==> src/rtl/red_pkg.sv <==
// ============================================================================
// red_pkg: shared types and constants for the reduction-datapath lane blocks.
// Revision: 1.0 - initial release
// ============================================================================
`default_nettype none

package red_pkg;

  localparam int DATA_W = 16;
  localparam int IDX_W  = 2;

  typedef enum logic [0:0] {
    IDLE = 1'b0,
    EMIT = 1'b1
  } state_t;

  function automatic int nlanes(input int lane_w);
    return DATA_W / lane_w;
  endfunction

endpackage : red_pkg

`default_nettype wire

==> src/rtl/red_lane_ext.sv <==
// ============================================================================
// red_lane_ext: selects one LANE_W-bit lane of a 16-bit word and extends it.
// Sign extension when UNPACK_SEXT_EN is defined, zero extension otherwise.
// Revision: 1.0 - initial release
// ============================================================================
`default_nettype none

module red_lane_ext
  import red_pkg::*;
#(
  parameter int LANE_W = 8
) (
  input  logic [DATA_W-1:0] i_word,
  input  logic [IDX_W-1:0]  i_idx,
  output logic [DATA_W-1:0] o_lane
);

  localparam int c_NLANES = nlanes(LANE_W);

  logic [LANE_W-1:0] w_raw;

  always_comb begin
    w_raw = '0;
    for (int k = 0; k < c_NLANES; k++) begin
      if (i_idx == IDX_W'(k)) begin
        w_raw = i_word[k*LANE_W +: LANE_W];
      end
    end
  end

`ifdef UNPACK_SEXT_EN
  assign o_lane = {{(DATA_W-LANE_W){w_raw[LANE_W-1]}}, w_raw};
`else
  assign o_lane = {{(DATA_W-LANE_W){1'b0}}, w_raw};
`endif

endmodule : red_lane_ext

`default_nettype wire

==> src/rtl/red_lane_unpacker.sv <==
// ============================================================================
// red_lane_unpacker: streams the lanes of a 16-bit word out one per handshake.
// Optional macro UNPACK_SEXT_EN selects sign extension of lanes.
// Revision: 1.0 - initial release
// ============================================================================
`default_nettype none

module red_lane_unpacker #(
  parameter int LANE_W = 8,
  parameter int DATA_W = 16
) (
  input  logic                      clk,
  input  logic                      rst_n,
  input  logic                      in_valid,
  output logic                      in_ready,
  input  logic [15:0]               in_data,
  output logic                      out_valid,
  input  logic                      out_ready,
  output logic [15:0]               out_lane,
  output logic [red_pkg::IDX_W-1:0] out_idx,
  output logic                      out_last,
  output logic                      busy
);

  import red_pkg::*;

  localparam int                c_NLANES   = nlanes(LANE_W);
  localparam logic [IDX_W-1:0]  c_LAST_IDX = IDX_W'(c_NLANES - 1);

  generate
    if (!((LANE_W == 4) || (LANE_W == 8)) || (DATA_W != 16)) begin : g_bad_cfg
      $error("red_lane_unpacker: LANE_W must be 4 or 8 and DATA_W must be 16");
    end
  endgenerate

  state_t            r_state;
  logic [15:0]       r_word;
  logic [IDX_W-1:0]  r_idx;
  logic              r_out_valid;
  logic              r_busy;
  logic              r_in_ready;

  logic [15:0]       w_lane;
  logic              w_last;

  red_lane_ext #(
    .LANE_W (LANE_W)
  ) u_ext (
    .i_word (r_word),
    .i_idx  (r_idx),
    .o_lane (w_lane)
  );

  assign w_last = r_busy && (r_idx == c_LAST_IDX);

  // in_ready is a register so it stays low through reset and rises one
  // cycle after release, instead of being decoded from the IDLE state.
  always_ff @(posedge clk or negedge rst_n) begin
    if (!rst_n) begin
      r_state     <= IDLE;
      r_word      <= '0;
      r_idx       <= '0;
      r_out_valid <= 1'b0;
      r_busy      <= 1'b0;
      r_in_ready  <= 1'b0;
    end else begin
      case (r_state)
        IDLE: begin
          r_in_ready <= 1'b1;
          if (in_valid && r_in_ready) begin
            r_word      <= in_data;
            r_idx       <= '0;
            r_state     <= EMIT;
            r_in_ready  <= 1'b0;
            r_out_valid <= 1'b1;
            r_busy      <= 1'b1;
          end
        end
        EMIT: begin
          if (r_out_valid && out_ready) begin
            if (w_last) begin
              r_state     <= IDLE;
              r_idx       <= '0;
              r_out_valid <= 1'b0;
              r_busy      <= 1'b0;
              r_in_ready  <= 1'b1;
            end else begin
              r_idx <= r_idx + 1'b1;
            end
          end
        end
        default: r_state <= IDLE;
      endcase
    end
  end

  assign in_ready  = r_in_ready;
  assign out_valid = r_out_valid;
  assign busy      = r_busy;
  assign out_idx   = r_idx;
  assign out_last  = w_last;
  assign out_lane  = r_out_valid ? w_lane : 16'h0000;

endmodule : red_lane_unpacker

`default_nettype wire

==> config.mk <==
export PLATFORM = sky130hd
export DESIGN_NAME = red_lane_unpacker
export DESIGN_NICKNAME = d
export VERILOG_FILES = /design/src/rtl/red_pkg.sv /design/src/rtl/red_lane_ext.sv /design/src/rtl/red_lane_unpacker.sv
export SDC_FILE = /design/constraint.sdc
export NUM_CORES = 1
export LEC_CHECK = 0
export CAP_MARGIN = 20
export CORE_UTILIZATION = 35
export CTS_BUF_LIST = sky130_fd_sc_hd__clkbuf_8
export DETAILED_ROUTE_END_ITERATION = 6
export PLACE_DENSITY = 0.71
export SLEW_MARGIN = 20
export SYNTH_ARGS = -nofsm -noshare
export SYNTH_HDL_FRONTEND = slang
export SYNTH_SLANG_ARGS = --single-unit
export TNS_END_PERCENT = 20
==> constraint.sdc <==
create_clock -name clk -period 4 [get_ports clk]
set_input_delay 0.8 -clock clk [delete_from_list [all_inputs] [get_ports clk]]
set_output_delay 0.8 -clock clk [all_outputs]
set_load 0.02 [all_outputs]
==> impl_metrics.csv <==
group,metric,value,unit
power,leakagePower,0.700,nW
clock_network,cts_made_buffers,3,
final_layout,fin_util,0.495,
clock_network,cts_tree,"done",
final_layout,stdcell_count,145,
grt,gr-total-overflow,0,
die,die-area,3280,sq um
synthesis,synth-seq-cells,21,
timing,fin_crit,2.67,ns
power,cellPowerDensity,267,nW/um^2
timing,setup_viol,0,
die,initial_utilization,0.378,
drt,vias,703,
die,core_area,2830,sq um
power,peakVddDrop,193,uV
die,die_w,57.3,um
placement,io_buffers,33,
power,pwr-share-seq,0.567,
clock_network,cts_resized,0,
drt,drtAntennaViolNets,0,
clock_network,cts.sinks,21,
timing,finalClockSkew,0.00484,ns
critical_path,cp.required,3.20,ns
final_layout,area_growth_syn_to_layout,31.1,%
synthesis,synth.largest_area_cell,"dfrtp_1",
placement,place_inst,141,
final_layout,n_antenna_cell,0,
final_layout,n_fill_cell,257,
clock_network,clk-insertion-delay-late,0.25,ns
placement,gp_congestion,0.700,
timing,fin_crit_sh,0.668,
timing,slew-limit-headroom,0.378,
die,rows,19,
timing,rsz0062_at_grt,"no",
synthesis,synth_cell_types,24,
drt,vias_per_cell,4.85,
timing,worstMarginPinSlew,0.933,ns
grt,grt_usage,0.132,
synthesis,async_flop_share,1.00,
synthesis,synth_ff_type,"dfrtp_1",
grt,grt_pass1_vias,730,
critical_path,cp-start-kind,"flop",
power,combinationalPowerShare,0.081,
grt,grt_max_degree,22,
synthesis,synth_edf_count,0,
drt,wire_per_inst,13.0,um
die,io_pins,42,
worst_hold_path,hp-class,"flop to flop",
timing,max_freq,374,MHz
timing,tns,0,ns
drt,wl,1890,um
drt,drc,2,
critical_path,crit_path_end_kind,"output port",
grt,antenna_found_initial,0,
synthesis,synth_top_area_frac,0.492,
placement,hpwl,1340,um
synthesis,syn_area_per_cell,12.9,sq um
synthesis,yosys_warnings,0,
outcome,violations,"DRC",
drt,dr.pass1.iters,6,
synthesis,synth.area.top_cells,"dfrtp_1 (49%), mux2_4 (11%), mux2_2 (8.4%)",
die,fp.dieH,57.3,um
clock_network,cts_hold_buf,0,
clock_network,clock_path_buffers,2,
flow_run,drv_cap,0,
critical_path,worst-path-max-fanout,14,
grt,grt_pass1_wl,3310,um
power,p_clk_frac,0.352,
timing,slew_viol_final,0,
clock_network,cts-root-buf,"clkbuf_8",
outcome,status,"finished, violations left",
synthesis,syn_inst,83,
final_layout,final_nets,135,
clock_network,clk_pin_slew,0.07,ns
clock_network,cts_max_level,1,
timing,finalHoldViolations,0,
critical_path,crit_arrival,1.87,ns
power,internal-power,0.297,mW
power,switching_power,0.0772,mW
power,sw_frac_of_total,0.206,
drt,drt_iter0_drc,13,
synthesis,syn_area,1070,sq um
synthesis,ys_seq_area_frac,0.492,
critical_path,crit_type,"flop to output port",
clock_network,cts_setup_buffers,0,
final_layout,drive_gt1_frac,0.184,
## cell usage after synthesis, types with 2 or more instances
cell,n
mux2_2,8
inv_1,2
nor2_1,9
mux2_4,8
dfrtp_1,21
mux2i_1,8
buf_4,9
nand4b_1,2
## power by group through the flow
stage / logic [mW] / clock network (mW) / registers [mW]
3_5_place_dp: 0.0306 / 0 / 0.216
4_1_cts: 0.0306 / 0.135 / 0.212
5_1_grt: 0.0326 / 0.150 / 0.212
2_1_floorplan: 0.0131 / 0 / 0.216
3_3_place_gp: 0.0302 / 0 / 0.216
6_report: 0.0302 / 0.132 / 0.212
## registers in the layout (all words and copies together), names as in the netlist
| register | count |
|---|---|
| busy | 1 |
| in_ready | 1 |
| out_idx | 2 |
| r_state | 1 |
| r_word | 16 |
## worst max-delay path: stages (launching register included)
cell             delay [ns]
dfrtp_1                0.72
mux2i_1                0.15
nor2_1                 0.12
clkdlybuf4s50_1        0.62
## layout by cell type, fill, tap and decap left out, drive strengths merged, types with 2 or more instances in the layout
cell type,synthesis,routed
nand4b,2,2
mux2i,8,8
dfrtp,21,21
nor2,9,9
clkbuf,1,3
inv,2,3
clkdlybuf4s50,0,33
mux2,16,16
conb,1,8
and3,2,2
## per-stage QoR
stage | power [mW] | hold WS, ns | setup slack (ns) | instance area (sq um)
finish | 0.374 | 0.507 | 1.33 | 1400
global route | 0.394 | 0.535 | 1.17 | 1400
CTS | 0.378 | 0.513 | 1.30 | 1400
detailed placement | 0.247 | 0.496 | 1.37 | 1360
global placement | 0.246 | 0.489 | 1.41 | 1360
floorplan | 0.229 | 0.480 | 2.06 | 1090
## layout make-up
type	count	area (sq um)	share of cell area
inverters	2	7.51	0.00536
repair buffers	33	330	0.236
well taps	31	38.8	0.0277
multi-input cells	54	454	0.324
clock inverters	1	3.75	0.00268
clock buffers	3	41.3	0.0295
flip-flops and latches	21	526	0.375
## path summary, 6_finish.rpt
check,cells after the start,slack (ns),to,startpoint
setup / recovery,3,1.33,out_lane[1],out_idx[0]
hold / removal,1,0.51,r_word[13],r_word[13]
setup reg to reg,2,2.17,r_word[12],r_state
hold reg to reg,1,0.51,r_word[13],r_word[13]
max in group asynchronous,1,2.38,r_state,rst_n
min in group asynchronous,1,1.06,r_word[14],rst_n
## layer usage
metal	global-route usage	routed length, um	vias up
met4	0.0523	10	0
met3	0.0340	105	2
li1	-	-	331
met1	0.165	814	342
met5	0	0	-
met2	0.218	958	28
## logic make-up after synthesis
logic type,count (synthesis),share of synthesized area
AO/OA/AOI/OAI,4,0.0281
buffers and inverters,15,0.108
flip-flops,21,0.492
multiplexers,24,0.272
other,1,0.00351
AND/OR/NAND/NOR,18,0.0972
(Power assumes the default switching activity.)
